`config.mk`:
```
export PLATFORM = sky130hd
export DESIGN_NAME = scanout_fetch
export DESIGN_NICKNAME = d
export VERILOG_FILES = /design/src/rtl/scanout_fetch.sv
export SDC_FILE = /design/constraint.sdc
export NUM_CORES = 1
export LEC_CHECK = 0
export ABC_AREA = 1
export CAP_MARGIN = 20
export CELL_PAD_IN_SITES_DETAIL_PLACEMENT = 1
export CELL_PAD_IN_SITES_GLOBAL_PLACEMENT = 1
export CORE_MARGIN = 10
export CORE_UTILIZATION = 30
export CTS_CLUSTER_SIZE = 40
export DETAILED_ROUTE_END_ITERATION = 16
export GPL_ROUTABILITY_DRIVEN = 1
export PLACE_DENSITY_LB_ADDON = 0.1
export SYNTH_ARGS = -nofsm -noshare
export SYNTH_HDL_FRONTEND = slang
export SYNTH_SLANG_ARGS = --single-unit
```
`constraint.sdc`:
```
create_clock -name clk1x -period 3.6 [get_ports clk1x]
set_input_delay 0.72 -clock clk1x [delete_from_list [all_inputs] [get_ports clk1x]]
set_output_delay 0.72 -clock clk1x [all_outputs]
set_load 0.1 [all_outputs]
```
`src/rtl/scanout_fetch.sv`:
```
// scanout_fetch: fetches framebuffer bursts into a pixel FIFO and streams 4:4:4 RGB to the DVI pins.
// Optional macro SCANOUT_UNDERFLOW_CNT_EN adds a saturating o_underflow_cnt output.
module scanout_fetch #(
  parameter logic [26:0] BASE_ADDR   = 27'h0,
  parameter int          FRAME_WORDS = 307200,
  parameter int          BURST_LEN   = 8,
  parameter int          FIFO_DEPTH  = 32
) (
  input  logic        clk1x,
  input  logic        reset,
  input  logic        i_de,
  input  logic        i_vblank,
  output logic        o_read_req,
  output logic [26:0] o_addr,
  input  logic        i_read_ack,
  input  logic        i_read_valid,
  input  logic [15:0] i_read_data,
  output logic [3:0]  o_r,
  output logic [3:0]  o_g,
  output logic [3:0]  o_b,
  output logic        o_underflow
`ifdef SCANOUT_UNDERFLOW_CNT_EN
  ,
  output logic [15:0] o_underflow_cnt
`endif
);

  localparam int PTR_W  = $clog2(FIFO_DEPTH);
  localparam int CNT_W  = PTR_W + 1;
  localparam int SUM_W  = CNT_W + 1;
  localparam int BEAT_W = $clog2(BURST_LEN) + 1;
  localparam logic [26:0] END_ADDR = BASE_ADDR + 27'(FRAME_WORDS);

  typedef enum logic [1:0] {
    ST_IDLE = 2'd0,
    ST_REQ  = 2'd1,
    ST_DATA = 2'd2
  } state_t;

  state_t              state_r;
  logic                read_req_r;
  logic [26:0]         addr_r;
  logic [BEAT_W-1:0]   beat_cnt_r;
  logic                drain_r;
  logic                vblank_d_r;
  logic [11:0]         fifo_mem_r [FIFO_DEPTH];
  logic [PTR_W-1:0]    wr_ptr_r;
  logic [PTR_W-1:0]    rd_ptr_r;
  logic [CNT_W-1:0]    fifo_count_r;
  logic [3:0]          r_r;
  logic [3:0]          g_r;
  logic [3:0]          b_r;
  logic                underflow_r;

  logic                flush_s;
  logic                empty_s;
  logic                pop_s;
  logic                wr_en_s;
  logic                start_s;
  logic [26:0]         next_addr_s;
  logic [11:0]         head_s;
  logic                unused_data_s;

  assign unused_data_s = ^i_read_data[15:12];
  assign head_s        = fifo_mem_r[rd_ptr_r];

  // Flush detection, FIFO handshakes and next burst address
  always_comb begin
    flush_s = i_vblank & ~vblank_d_r;
    empty_s = (fifo_count_r == CNT_W'(0));
    pop_s   = i_de & ~empty_s;
    wr_en_s = (state_r == ST_DATA) & i_read_valid & ~drain_r & ~flush_s;
    // A request is only issued when a whole burst is guaranteed to fit
    start_s = ~i_vblank & ~flush_s &
              ((SUM_W'(fifo_count_r) + SUM_W'(BURST_LEN)) <= SUM_W'(FIFO_DEPTH));
    if ((addr_r + 27'(BURST_LEN)) >= END_ADDR) begin
      next_addr_s = BASE_ADDR;
    end else begin
      next_addr_s = addr_r + 27'(BURST_LEN);
    end
  end

  // Request FSM: issue a burst, collect or drain its beats
  always_ff @(posedge clk1x) begin
    if (!reset) begin
      state_r    <= ST_IDLE;
      read_req_r <= 1'b0;
      addr_r     <= BASE_ADDR;
      beat_cnt_r <= BEAT_W'(0);
      drain_r    <= 1'b0;
    end else begin
      case (state_r)
        ST_IDLE: begin
          beat_cnt_r <= BEAT_W'(0);
          drain_r    <= 1'b0;
          if (flush_s) begin
            addr_r     <= BASE_ADDR;
            read_req_r <= 1'b0;
          end else if (start_s) begin
            state_r    <= ST_REQ;
            read_req_r <= 1'b1;
          end else begin
            read_req_r <= 1'b0;
          end
        end
        ST_REQ: begin
          if (i_read_ack) begin
            state_r    <= ST_DATA;
            read_req_r <= 1'b0;
            beat_cnt_r <= BEAT_W'(0);
            drain_r    <= flush_s;
            addr_r     <= flush_s ? BASE_ADDR : next_addr_s;
          end else if (flush_s) begin
            state_r    <= ST_IDLE;
            read_req_r <= 1'b0;
            addr_r     <= BASE_ADDR;
          end else begin
            read_req_r <= 1'b1;
          end
        end
        ST_DATA: begin
          read_req_r <= 1'b0;
          if (flush_s) begin
            addr_r  <= BASE_ADDR;
            drain_r <= 1'b1;
          end
          if (i_read_valid) begin
            if (beat_cnt_r == BEAT_W'(BURST_LEN - 1)) begin
              state_r    <= ST_IDLE;
              beat_cnt_r <= BEAT_W'(0);
              drain_r    <= 1'b0;
            end else begin
              beat_cnt_r <= beat_cnt_r + BEAT_W'(1);
            end
          end
        end
        default: begin
          state_r    <= ST_IDLE;
          read_req_r <= 1'b0;
          beat_cnt_r <= BEAT_W'(0);
          drain_r    <= 1'b0;
        end
      endcase
    end
  end

  // FIFO storage
  always_ff @(posedge clk1x) begin
    if (wr_en_s) begin
      fifo_mem_r[wr_ptr_r] <= i_read_data[11:0];
    end
  end

  // FIFO pointers/occupancy, pixel output register and underflow flag
  always_ff @(posedge clk1x) begin
    if (!reset) begin
      vblank_d_r   <= 1'b0;
      wr_ptr_r     <= PTR_W'(0);
      rd_ptr_r     <= PTR_W'(0);
      fifo_count_r <= CNT_W'(0);
      r_r          <= 4'h0;
      g_r          <= 4'h0;
      b_r          <= 4'h0;
      underflow_r  <= 1'b0;
    end else begin
      vblank_d_r <= i_vblank;
      if (pop_s) begin
        {b_r, g_r, r_r} <= head_s;
      end else begin
        {b_r, g_r, r_r} <= 12'h000;
      end
      if (i_de && empty_s) begin
        underflow_r <= 1'b1;
      end
      // The pop above still shows the old head; the flush then discards everything
      if (flush_s) begin
        wr_ptr_r     <= PTR_W'(0);
        rd_ptr_r     <= PTR_W'(0);
        fifo_count_r <= CNT_W'(0);
      end else begin
        if (wr_en_s) begin
          wr_ptr_r <= wr_ptr_r + PTR_W'(1);
        end
        if (pop_s) begin
          rd_ptr_r <= rd_ptr_r + PTR_W'(1);
        end
        case ({wr_en_s, pop_s})
          2'b10:   fifo_count_r <= fifo_count_r + CNT_W'(1);
          2'b01:   fifo_count_r <= fifo_count_r - CNT_W'(1);
          default: fifo_count_r <= fifo_count_r;
        endcase
      end
    end
  end

`ifdef SCANOUT_UNDERFLOW_CNT_EN
  logic [15:0] underflow_cnt_r;

  // Saturating count of cycles that demanded a pixel from an empty FIFO
  always_ff @(posedge clk1x) begin
    if (!reset) begin
      underflow_cnt_r <= 16'h0000;
    end else if (i_de && empty_s && (underflow_cnt_r != 16'hFFFF)) begin
      underflow_cnt_r <= underflow_cnt_r + 16'h0001;
    end else begin
      underflow_cnt_r <= underflow_cnt_r;
    end
  end

  assign o_underflow_cnt = underflow_cnt_r;
`endif

  assign o_read_req  = read_req_r;
  assign o_addr      = addr_r;
  assign o_r         = r_r;
  assign o_g         = g_r;
  assign o_b         = b_r;
  assign o_underflow = underflow_r;

endmodule

```
Word level (Yosys, flattened, before mapping)
Memories as Yosys holds them, arrays and structs flattened. A register that Yosys moved wholly into a read port is not among the register bits.
Index checks and enable logic that the tools add are counted.
- bits in registers: 53
- memory bits (writable): 384
- bits of input ports: 22
- output and inout port bits: 41
- word-level logic and storage cells: 84
- memories: 1
- memory list (memory ; depth ; bits a word ; rd ports ; clocked after memory_dff ; write ports ; line ; RTL):
    fifo_mem_r ; 32 ; 12 ; 1 ; 1 ; 1 ; 46 ; logic [11:0] fifo_mem_r [FIFO_DEPTH];
- $add $sub $neg: 7
- order comparisons: 2
- eq/ne operators: 11
- mux-type cells: 29
- bitwise gates (word level): 13
- reductions and logical operators: 11
- operator list (cell ; count):
    27-bit two-way mux ; 4
    27-bit one-hot mux with 2 select lines ; 1
    27-bit by 4-bit adder with 27-bit output (second input constant) ; 1
    27-bit by 19-bit greater-or-equal comparator with 1-bit output (second input constant) ; 1
    2-bit two-way mux ; 6
    4-bit two-way mux ; 3
    6-bit one-hot mux with 2 select lines ; 1
    5-bit by 1-bit adder with 5-bit output (second input constant) ; 2
    1-bit two-way mux ; 10
    2-bit inequality test (second input constant) ; 4
    4-bit one-hot mux with 2 select lines ; 1
    6-bit by 4-bit adder with 7-bit output (second input constant) ; 1
    1-bit AND ; 7
    7-bit by 6-bit <= comparator with 1-bit output (second input constant) ; 1
    6-bit by 1-bit adder with 6-bit output (second input constant) ; 1
    6-bit logical NOT ; 1
    1-bit NOT ; 6
    2-bit one-hot mux with 3 select lines ; 1
    6-bit by 1-bit subtractor with 6-bit output (second input constant) ; 1
    5-bit AND reduction ; 1
    4-bit by 1-bit adder with 4-bit output (second input constant) ; 1
    2-bit by 1-bit equality test with 1-bit output (second input constant) ; 2
    2-bit equality test (second input constant) ; 2
    4-bit by 3-bit equality test with 1-bit output (second input constant) ; 1
    9 further kinds ; 13

Logic depth before layout (Yosys ltp)
Gate-level depths: netlist (run 1).
- word-level depth: 8
- gate-level depth with buffers: 15
- mapped depth without buffers: 15

Least setup slack after synthesis (run 1)
No wires, ideal clock.
- path kind: input -> register
- start point: in i_vblank
- end point: mem fifo_mem_r[11][0], enable pin
- library setup time: 396 ps
- arrival time: 2480 ps
- required time: 3204 ps
- path slack: 723 ps
- stages: 8
- path buffers: 0
- path through: inv_2 nor2_1 or2_1 nor3_2 inv_2 nor2_1 nand2_1 nor3_1
- cells in the longest elaborated chain, start to end: 5
- ends and longest elaborated chain (element ; line ; RTL):
    start, declared ; 12 ; input logic i_vblank,
    1-bit AND ; 69 ; flush_s = i_vblank & ~vblank_d_r;
    1-bit NOT ; 72 ; wr_en_s = (state_r == ST_DATA) & i_read_valid & ~drain_r & ~flush_s;
    1-bit AND ; 72 ;
    1-bit two-way mux ; 149 ; if (wr_en_s) begin
    1-bit two-way mux (not written as such) ; 150 ; fifo_mem_r[wr_ptr_r] <= i_read_data[11:0];
    end, declared ; 46 ;
No other way between the ends.

Worst setup path in the final report (run 1)
- start point: reg addr_r[20], in the netlist o_addr[20]
- end point: out o_addr[20]
- RTL lines (element ; line ; RTL):
    start, declared ; 42 ; logic [26:0] addr_r;
    start signal, assigned ; 112 ; addr_r <= flush_s ? BASE_ADDR : next_addr_s;
    end, declared ; 14 ; output logic [26:0] o_addr,
No word-level cell between the ends.

==> impl_metrics.env, run 1 <==
export IMPL_outcome="completed"
export IMPL_cp_slowest_stage_delay_ns=1.19
export IMPL_track_usage_pct=15.91
export IMPL_rsz0062_at_grt="no"
export IMPL_viasPerCell=5.058
export IMPL_slew_headroom_pct=33.02
export IMPL_io_pins=63
export IMPL_ys_flop_type="edfxtp_1"
export IMPL_cp_end_kind="primary output"
export IMPL_synth_top_cell_area_share_pct=62.35
export IMPL_fp_row_count=90
export IMPL_chipWidth_um=268.3
export IMPL_synth_nets=1654
export IMPL_yosysMostFrequentCell="edfxtp_1"
export IMPL_timing_final_crit_share_pct=82.07
export IMPL_ys_top_cells_by_count="384 x edfxtp_1, 277 x nor2_1, 236 x o21ai_0, 167 x nand2_1, 80 x clkbuf_1"
export IMPL_yosys_area_top_type="edfxtp_1"
export IMPL_ys_types=42
export IMPL_finalSetupTns_ns=0
export IMPL_hold_viol_final=0
export IMPL_layout_cells_non_filler=2538
export IMPL_dr_total_vias=12840
export IMPL_cp_start_kind="flip-flop"
export IMPL_numClockSinks=449
export IMPL_period_minus_slack_ns=2.955
export IMPL_routed_wl_um=57650
export IMPL_leakage_nw=7.448
export IMPL_cts_root_buf="clkbuf_16"
export IMPL_ys_async_sr_fraction_pct=0
export IMPL_cts_hold_fix_buffers=0
export IMPL_grt_first_pass_wirelength_um=86020
export IMPL_cts_max_path_buffers=3
export IMPL_coreArea_sq_mm=0.06070
export IMPL_post_place_cells=2437
export IMPL_max_vdd_ir_drop_mv=0.3781
export IMPL_worst_pin_slew_ns=1.002
export IMPL_post_dp_cell_area_sq_mm=0.02034
export IMPL_arrival_ns=2.23
export IMPL_synth_warnings=0
export IMPL_ys_seq_elements=449
export IMPL_yosysSeqAreaShare_pct=69.38
export IMPL_synth_cells=1614
export IMPL_critPathBufInv=1
export IMPL_final_area_sq_mm=0.02210
export IMPL_multi_input_area_sq_mm=0.005050
export IMPL_maxCapViolations=0
export IMPL_first_global_vias=13170
export IMPL_fillers=6526
export IMPL_port_buffers=58
export IMPL_die_area_sq_mm=0.07198
export IMPL_ff2ff_setup_slack_ns=0.86
export IMPL_critPathTopFamily="buffers and inverters"
export IMPL_initial_core_util_pct=30.47
export IMPL_final_net_count=1750
export IMPL_holdWs_ns=0.4361
export IMPL_skew_ns=0.03534
export IMPL_drt_pass1_iterations=5
export IMPL_cts_repair_resized=0
export IMPL_path_class="flip-flop to primary output"
export IMPL_drive_gt1_share_pct=11.34
export IMPL_grt_max_degree=114
export IMPL_slowest_stage="clkdlybuf4s50_1"
export IMPL_grt_overflow_total=0
export IMPL_drc_errors=0
export IMPL_path_cells="clkdlybuf4s50_1"
export IMPL_gp_congestion=0.7834
export IMPL_powerDensity_mw_per_mm2=560.2
export IMPL_post_dp_hpwl_um=34570
export IMPL_detail_route_antenna_nets=0
export IMPL_yosys_top_cells_area="edfxtp_1 62%, dfxtp_1 7.0%, o21ai_0 6.4%, nor2_1 5.6%, nand2_1 3.4%"
export IMPL_power_total_mw=12.38
export IMPL_synth_area_per_cell_sq_um=11.46
export IMPL_syn_area_sq_mm=0.01850
export IMPL_crit_required_ns=2.88
export IMPL_area_sequential_sq_mm=0.01284
export IMPL_cp_max_fo=6
export IMPL_postCtsSetupBuffers=0
export IMPL_clock_latency_ns=0.62
export IMPL_wl_per_cell_um=22.72
export IMPL_cts_buffers=53
export IMPL_path_clk_slew_ns=0.06
export IMPL_max_freq_mhz=338.5
export IMPL_syn_to_final_growth_pct=19.50
export IMPL_antenna_found_initial=1
export IMPL_setup_viol=0
export IMPL_drt_iter0_markers=779
export IMPL_cts_tree="done"
export IMPL_synth_edff_count=384
export IMPL_hp_class="flip-flop to flip-flop"
export IMPL_finalMaxSlewViolations=0
export IMPL_die_h_um=268.3
export IMPL_htreeDepth=2
registers in the layout, summed over array words and instances, names as in the netlist:
name and count:
o_addr 27, o_g 4, drain_r 1, vblank_d_r 1, state_r 2, beat_cnt_r 4
o_b 4, o_r 4, wr_ptr_r 5, rd_ptr_r 5, o_read_req 1, o_underflow 1
fifo_count_r 6, fifo_mem_r 384
per-layer routing:
| metal | track usage (%) | share of wire (%) | vias to the layer above |
|---|---|---|---|
| met4 | 4.366 | 2.1 | 0 |
| met1 | 22.79 | 49 | 6546 |
| met2 | 24.76 | 45 | 193 |
| met3 | 2.249 | 3.6 | 63 |
| li1 | - | - | 6036 |
| met5 | 0 | 0 | - |
kinds of logic (layout without fill, tap and decap cells):
logic type / Yosys count / count (layout) / synth area share (%)
compound gates: 401 / 401 / 12.15
other cells: 0 / 1 / 0
simple gates: 561 / 561 / 12.89
flops: 449 / 449 / 69.38
fa+ha+maj: 18 / 18 / 1.258
buf+inv: 167 / 308 / 3.464
xor+xnor: 18 / 18 / 0.8524
path summary, 6_finish.rpt:
path                           start  depth (start not counted)                            to
min           o_addr[2]$_SDFFE_PN0P_                          2        o_addr[2]$_SDFFE_PN0P_
max reg2reg  state_r[0]$_SDFFE_PN0P_                         14  fifo_count_r[5]$_SDFFE_PP0P_
min reg2reg   o_addr[2]$_SDFFE_PN0P_                          2        o_addr[2]$_SDFFE_PN0P_
max          o_addr[20]$_SDFFE_PN0P_                          1                    o_addr[20]
metrics by stage:
step / utilization (%) / setup slack (ns)
after global placement: 33.50 / 0.2301
after global routing: 36.41 / 0.5187
after CTS: 36.41 / 0.5889
final: 36.42 / 0.6454
after floorplan: - / 0.7235
after detailed placement: 33.50 / 0.1970
layout by cell type (no fill, tap or decap), drive strengths merged, types with 6 or more instances in the layout:
cell and instances:
o221ai 32, a21oi 50, clkdlybuf4s50 49, nand3 49, clkbuf 71, nor2 285
edfxtp 384, nand4 29, a31oi 7, buf 80, clkinv 24, dfxtp 65
ha 17, inv 79, xor2 15, nand2 171, nor3 17, o21ai 236
o22ai 64, and3 6
power by group:
group / internal [mW] / switching (mW)
Sequential: 5.68 / 0.0416
Combinational: 0.334 / 0.913
Clock: 3.21 / 2.21
layout make-up:
class                   count  area share [%]
diodes                      1         0.01132
clock buffers              71           6.770
clock inverters            29           1.211
inverters                  79           1.364
multi-input cells         998           22.85
flip-flops and latches    449           58.09
well taps                 782           4.427
repair buffers            129           5.276
Note: power is estimated with default switching activity, not from simulation.
==> run 2, diff against run 1 <==
==> constraint.sdc (replaced) <==
create_clock -name clk1x -period 2.6 [get_ports clk1x]
set_input_delay 0.52 -clock clk1x [delete_from_list [all_inputs] [get_ports clk1x]]
set_output_delay 0.52 -clock clk1x [all_outputs]
set_load 0.1 [all_outputs]
==> impl_metrics.env, run 2 (same netlist as run 1, synthesis figures left out) <==
export IMPL_fillers=6579
export IMPL_finalSetupTns_ns=0
export IMPL_post_place_cells=2493
export IMPL_gp_congestion=0.7808
export IMPL_critPathBufInv=3
export IMPL_cp_end_kind="flip-flop"
export IMPL_largest_reg_flops=384
export IMPL_hp_class="flip-flop to flip-flop"
export IMPL_max_freq_mhz=432.4
export IMPL_period_minus_slack_ns=2.313
export IMPL_cts_tree="done"
export IMPL_drc_errors=0
export IMPL_grt_use_met2_pct=27.35
export IMPL_worst_pin_slew_ns=0.7180
export IMPL_cp_start_kind="flip-flop"
export IMPL_detail_route_antenna_nets=0
export IMPL_coreArea_sq_mm=0.06070
export IMPL_timing_final_crit_share_pct=88.94
export IMPL_layout_cells_non_filler=2585
export IMPL_path_class="flip-flop to flip-flop"
export IMPL_leakage_nw=7.753
export IMPL_routed_wl_um=59210
export IMPL_setup_viol=0
export IMPL_viasPerCell=5.000
export IMPL_dr_total_vias=12930
export IMPL_wl_per_cell_um=22.90
export IMPL_post_route_util_pct=37.22
export IMPL_die_h_um=268.3
export IMPL_finalMaxSlewViolations=0
export IMPL_die_area_sq_mm=0.07198
export IMPL_cp_max_fo=4
export IMPL_initial_core_util_pct=30.47
export IMPL_cts_max_path_buffers=3
export IMPL_crit_required_ns=3.11
export IMPL_final_net_count=1803
export IMPL_outcome="completed"
export IMPL_drt_pass1_iterations=4
export IMPL_grt_most_used_layer="met2"
export IMPL_cts_buffers=50
export IMPL_track_usage_pct=16.42
export IMPL_met3_usage_pct=1.782
export IMPL_cts_root_buf="clkbuf_16"
export IMPL_path_clk_slew_ns=0.06
export IMPL_multi_input_area_sq_mm=0.005096
export IMPL_grt_overflow_total=0
export IMPL_powerDensity_mw_per_mm2=744.9
export IMPL_grt_first_pass_wirelength_um=88410
export IMPL_htreeDepth=2
export IMPL_critPathTopFamily="adder cells"
export IMPL_io_pins=63
export IMPL_path_cells="inv_1 > ha_1 > inv_1 > nor3_4 > inv_2 > ha_2 > ha_1 > nand3_1 > nand2_1 > a21o_1 > a21oi_2 > xor2_1 > nand2_1 > a21oi_1"
export IMPL_use_met1_pct=22.67
export IMPL_rsz0062_at_grt="no"
export IMPL_slew_headroom_pct=52.08
export IMPL_maxCapViolations=0
export IMPL_first_global_vias=13590
export IMPL_max_vdd_ir_drop_mv=0.4629
export IMPL_antenna_found_initial=6
export IMPL_hold_viol_final=0
export IMPL_fp_row_count=90
export IMPL_regMostFlops="fifo_mem_r"
export IMPL_drive_gt1_share_pct=15.37
export IMPL_cp_slowest_stage_delay_ns=0.33
export IMPL_final_cell_mix="384 x edfxtp_1, 276 x nor2_1, 236 x o21ai_0"
export IMPL_clock_latency_ns=0.60
export IMPL_final_common_cell="edfxtp_1"
export IMPL_skew_ns=0.02574
export IMPL_grt_max_degree=80
export IMPL_numClockSinks=449
export IMPL_cts_hold_fix_buffers=0
export IMPL_area_sequential_sq_mm=0.01284
export IMPL_syn_to_final_growth_pct=22.14
export IMPL_port_buffers=58
export IMPL_slowest_stage="dfxtp_1"
export IMPL_arrival_ns=2.83
export IMPL_chipWidth_um=268.3
export IMPL_drt_iter0_markers=758
export IMPL_post_dp_hpwl_um=38750
export IMPL_holdWs_ns=0.4389
==> run 2: report_power, final <==
group	internal, mW	total (mW)	leakage (nW)	switching (mW)
logic	0.566	1.87	3.00	1.30
registers	7.86	7.91	3.98	0.0497
clock network	4.12	7.05	0.776	2.93
==> run 2: through the flow <==
stage | total power [mW] | worst slack [ns] | area, sq um
after global placement | 9.924 | -0.4334 | 20950
after detailed placement | 9.947 | -0.4937 | 20950
after floorplan | 9.093 | -0.04597 | 18500
after CTS | 17.03 | 0.08591 | 22550
after global routing | 17.49 | 0.03778 | 22590
final | 16.83 | 0.2875 | 22590
==> run 2: worst paths after layout <==
| kind | startpoint | end | slack [ns] | depth (start not counted) |
|---|---|---|---|---|
| worst max register to register | state_r[0]$_SDFFE_PN0P_ | fifo_count_r[5]$_SDFFE_PP0P_ | 0.29 | 14 |
| worst min register to register | o_addr[2]$_SDFFE_PN0P_ | o_addr[2]$_SDFFE_PN0P_ | 0.44 | 2 |
| worst max-delay path | state_r[0]$_SDFFE_PN0P_ | fifo_count_r[5]$_SDFFE_PP0P_ | 0.29 | 14 |
| worst min-delay path | o_addr[2]$_SDFFE_PN0P_ | o_addr[2]$_SDFFE_PN0P_ | 0.44 | 2 |
==> run 2: per-layer routing <==
| metal | wire [um] | vias to the layer above |
|---|---|---|
| li1 | - | 6140 |
| met1 | 28400 | 6552 |
| met2 | 27970 | 172 |
| met3 | 1927 | 62 |
| met4 | 914 | 0 |
| met5 | 0 | - |
==> run 2: worst register-to-register path, stage by stage, from the launching register on <==
cell and delay [ns]:
dfxtp_1 0.33, inv_1 0.10, ha_1 0.18, inv_1 0.07
nor3_4 0.20, inv_2 0.06, ha_2 0.21, ha_1 0.28
nand3_1 0.08, nand2_1 0.08, a21o_1 0.17, a21oi_2 0.14
xor2_1 0.16, nand2_1 0.06, a21oi_1 0.12
==> run 2: area by class of cell <==
| cell class | instances | area share, % |
|---|---|---|
| Sequential cell | 449 | 56.85 |
| Inverter | 79 | 1.335 |
| Clock inverter | 19 | 1.086 |
| Antenna cell | 1 | 0.01108 |
| Timing Repair Buffer | 185 | 7.832 |
| Tap cell | 782 | 4.331 |
| Multi-Input combinational cell | 998 | 22.56 |
| Clock buffer | 72 | 5.993 |
==> run 2: repair_timing <==
action | 4_1_cts | 5_1_grt
setup buffers | 0 | 0
endpoints found under the setup margin | 0 | 2
resized for setup | 0 | 6
==> run 3, diff against run 2 <==
--- a/config.mk
+++ b/config.mk
@@ -11,10 +11,13 @@
 export CELL_PAD_IN_SITES_GLOBAL_PLACEMENT = 1
 export CORE_MARGIN = 10
 export CORE_UTILIZATION = 30
+export CTS_BUF_LIST = sky130_fd_sc_hd__clkbuf_16
 export CTS_CLUSTER_SIZE = 40
 export DETAILED_ROUTE_END_ITERATION = 16
 export GPL_ROUTABILITY_DRIVEN = 1
+export GPL_TIMING_DRIVEN = 0
 export PLACE_DENSITY_LB_ADDON = 0.1
+export SLEW_MARGIN = 20
 export SYNTH_ARGS = -nofsm -noshare
 export SYNTH_HDL_FRONTEND = slang
 export SYNTH_SLANG_ARGS = --single-unit
==> impl_metrics.env, run 3 (same netlist as run 1, synthesis figures left out) <==
export IMPL_setup_ws_ns=0.06722
export IMPL_worst_pin_slew_ns=0.9765
export IMPL_first_global_vias=13720
export IMPL_cts_root_buf="clkbuf_16"
export IMPL_grt_first_pass_wirelength_um=95270
export IMPL_viasPerCell=5.122
export IMPL_htreeDepth=2
export IMPL_numClockSinks=449
export IMPL_setup_viol=0
export IMPL_rsz0062_at_grt="yes"
export IMPL_cts_max_path_buffers=3
export IMPL_cp_start_kind="flip-flop"
export IMPL_largest_reg_flops=384
export IMPL_dp_slack_ns=-1.095
export IMPL_path_class="flip-flop to flip-flop"
export IMPL_final_cell_mix="384 x edfxtp_1, 248 x nor2_1, 235 x o21ai_0"
export IMPL_drt_iter0_markers=980
export IMPL_post_dp_hpwl_um=45830
export IMPL_coreArea_sq_mm=0.06070
export IMPL_antenna_cells=0
export IMPL_final_area_sq_mm=0.02260
export IMPL_cp_max_fo=10
export IMPL_hold_viol_final=0
export IMPL_post_place_cells=2491
export IMPL_drc_errors=0
export IMPL_finalMaxSlewViolations=0
export IMPL_timing_final_crit_share_pct=97.41
export IMPL_cp_end_kind="flip-flop"
export IMPL_wl_per_cell_um=25.14
export IMPL_ff2ff_setup_slack_ns=0.07
export IMPL_cts_buffers=52
export IMPL_clock_latency_ns=0.62
export IMPL_track_usage_pct=18.12
export IMPL_slew_headroom_pct=35.16
export IMPL_powerDensity_mw_per_mm2=745.6
export IMPL_detail_route_antenna_nets=0
export IMPL_post_dp_cell_area_sq_mm=0.02057
export IMPL_maxCapViolations=0
export IMPL_finalSetupTns_ns=0
export IMPL_period_minus_slack_ns=2.533
export IMPL_max_freq_mhz=394.8
export IMPL_regMostFlops="fifo_mem_r"
export IMPL_gp_congestion=0.8114
export IMPL_post_route_util_pct=37.23
export IMPL_arrival_ns=3.07
export IMPL_die_area_sq_mm=0.07198
export IMPL_syn_to_final_growth_pct=22.18
export IMPL_antenna_found_initial=3
export IMPL_grt_max_degree=33
export IMPL_final_common_cell="edfxtp_1"
export IMPL_port_buffers=58
export IMPL_routed_wl_um=65480
export IMPL_crit_required_ns=3.14
export IMPL_fp_row_count=90
export IMPL_drt_pass1_iterations=7
export IMPL_chipWidth_um=268.3
export IMPL_path_clk_slew_ns=0.06
export IMPL_dr_total_vias=13340
export IMPL_skew_ns=0.02312
export IMPL_die_h_um=268.3
export IMPL_grt_overflow_total=0
export IMPL_final_net_count=1822
export IMPL_initial_core_util_pct=30.47
export IMPL_io_pins=63
export IMPL_layout_cells_non_filler=2605
export IMPL_max_vdd_ir_drop_mv=0.4694
export IMPL_drive_gt1_share_pct=14.04
export IMPL_leakage_nw=7.813
export IMPL_hp_class="input port to flip-flop"
export IMPL_outcome="completed"
export IMPL_cts_tree="done"
## run 3: changes by cell type in the layout (fill, tap and decap cells not counted), moves of 12 or more
cell             before  now
buf_2                 0   17
buf_12               27    9
buf_8                 0   12
inv_1                71   83
buf_6                 0   17
clkbuf_2              0   32
nor2_1              276  248
clkdlybuf4s50_1      17    5
nor2_4                2   20
dlygate4sd2_1         0   40
buf_4               141   19
clkbuf_1             20   43
## run 3: cell type report
cell class | instances | area, sq um
Clock inverter | 43 | 299.0
Tap cell | 782 | 978.4
Clock buffer | 52 | 1301
Multi-Input combinational cell | 998 | 5321
Timing Repair Buffer | 114 | 1155
Buffer | 88 | 402.9
Fill cell | 6508 | 38100
Inverter | 79 | 302.8
Sequential cell | 449 | 12840
## run 3: stage by stage
step                hold WS [ns]  total power [mW]
floorplan                 0.4586             9.093
global placement          0.4234             9.961
detailed placement        0.4272             9.976
CTS                       0.3346             17.05
global route              0.3581             17.47
finish                    0.3561             16.85
## run 3: final timing paths
path,startpoint,to,depth (start not counted)
worst min register to register,o_addr[2]$_SDFFE_PN0P_,o_addr[2]$_SDFFE_PN0P_,2
worst max-delay path,rd_ptr_r[1]$_SDFFE_PP0P_,o_b[0]$_SDFF_PN0_,7
worst min-delay path,i_read_data[10],fifo_mem_r[17][10]$_DFFE_PP_,2
worst max register to register,rd_ptr_r[1]$_SDFFE_PP0P_,o_b[0]$_SDFF_PN0_,7
## run 3: timing repair
item	CTS	global route
setup endpoints to repair	351	62
hold buffers	0	0
buffers inserted	15	5
pin swaps	9	6
gates resized for setup	114	27
## run 3: routing by layer
metal | routed length (um) | part of all wire [%] | track usage, % | vias up
li1 | - | - | - | 6189
met1 | 31430 | 48 | 25.71 | 6790
met2 | 30040 | 46 | 28.72 | 283
met3 | 2775 | 4.2 | 2.404 | 76
met4 | 1210 | 1.8 | 4.702 | 4
met5 | 27 | 0.041 | 0 | -
## run 3: worst max-delay path: stages, from the launching register on
cell and delay, ns:
dfxtp_1 0.47, inv_1 0.27, clkbuf_1 0.57, o21ai_0 0.20, o221ai_1 0.41, nand3_1 0.20
nand4_1 0.12, and3_1 0.20
## run 3: where the power goes
group          internal (mW)  switching, mW  leakage [nW]
logic                  0.483           1.46          3.01
clock network           3.93           3.06         0.822
registers               7.86         0.0555          3.98
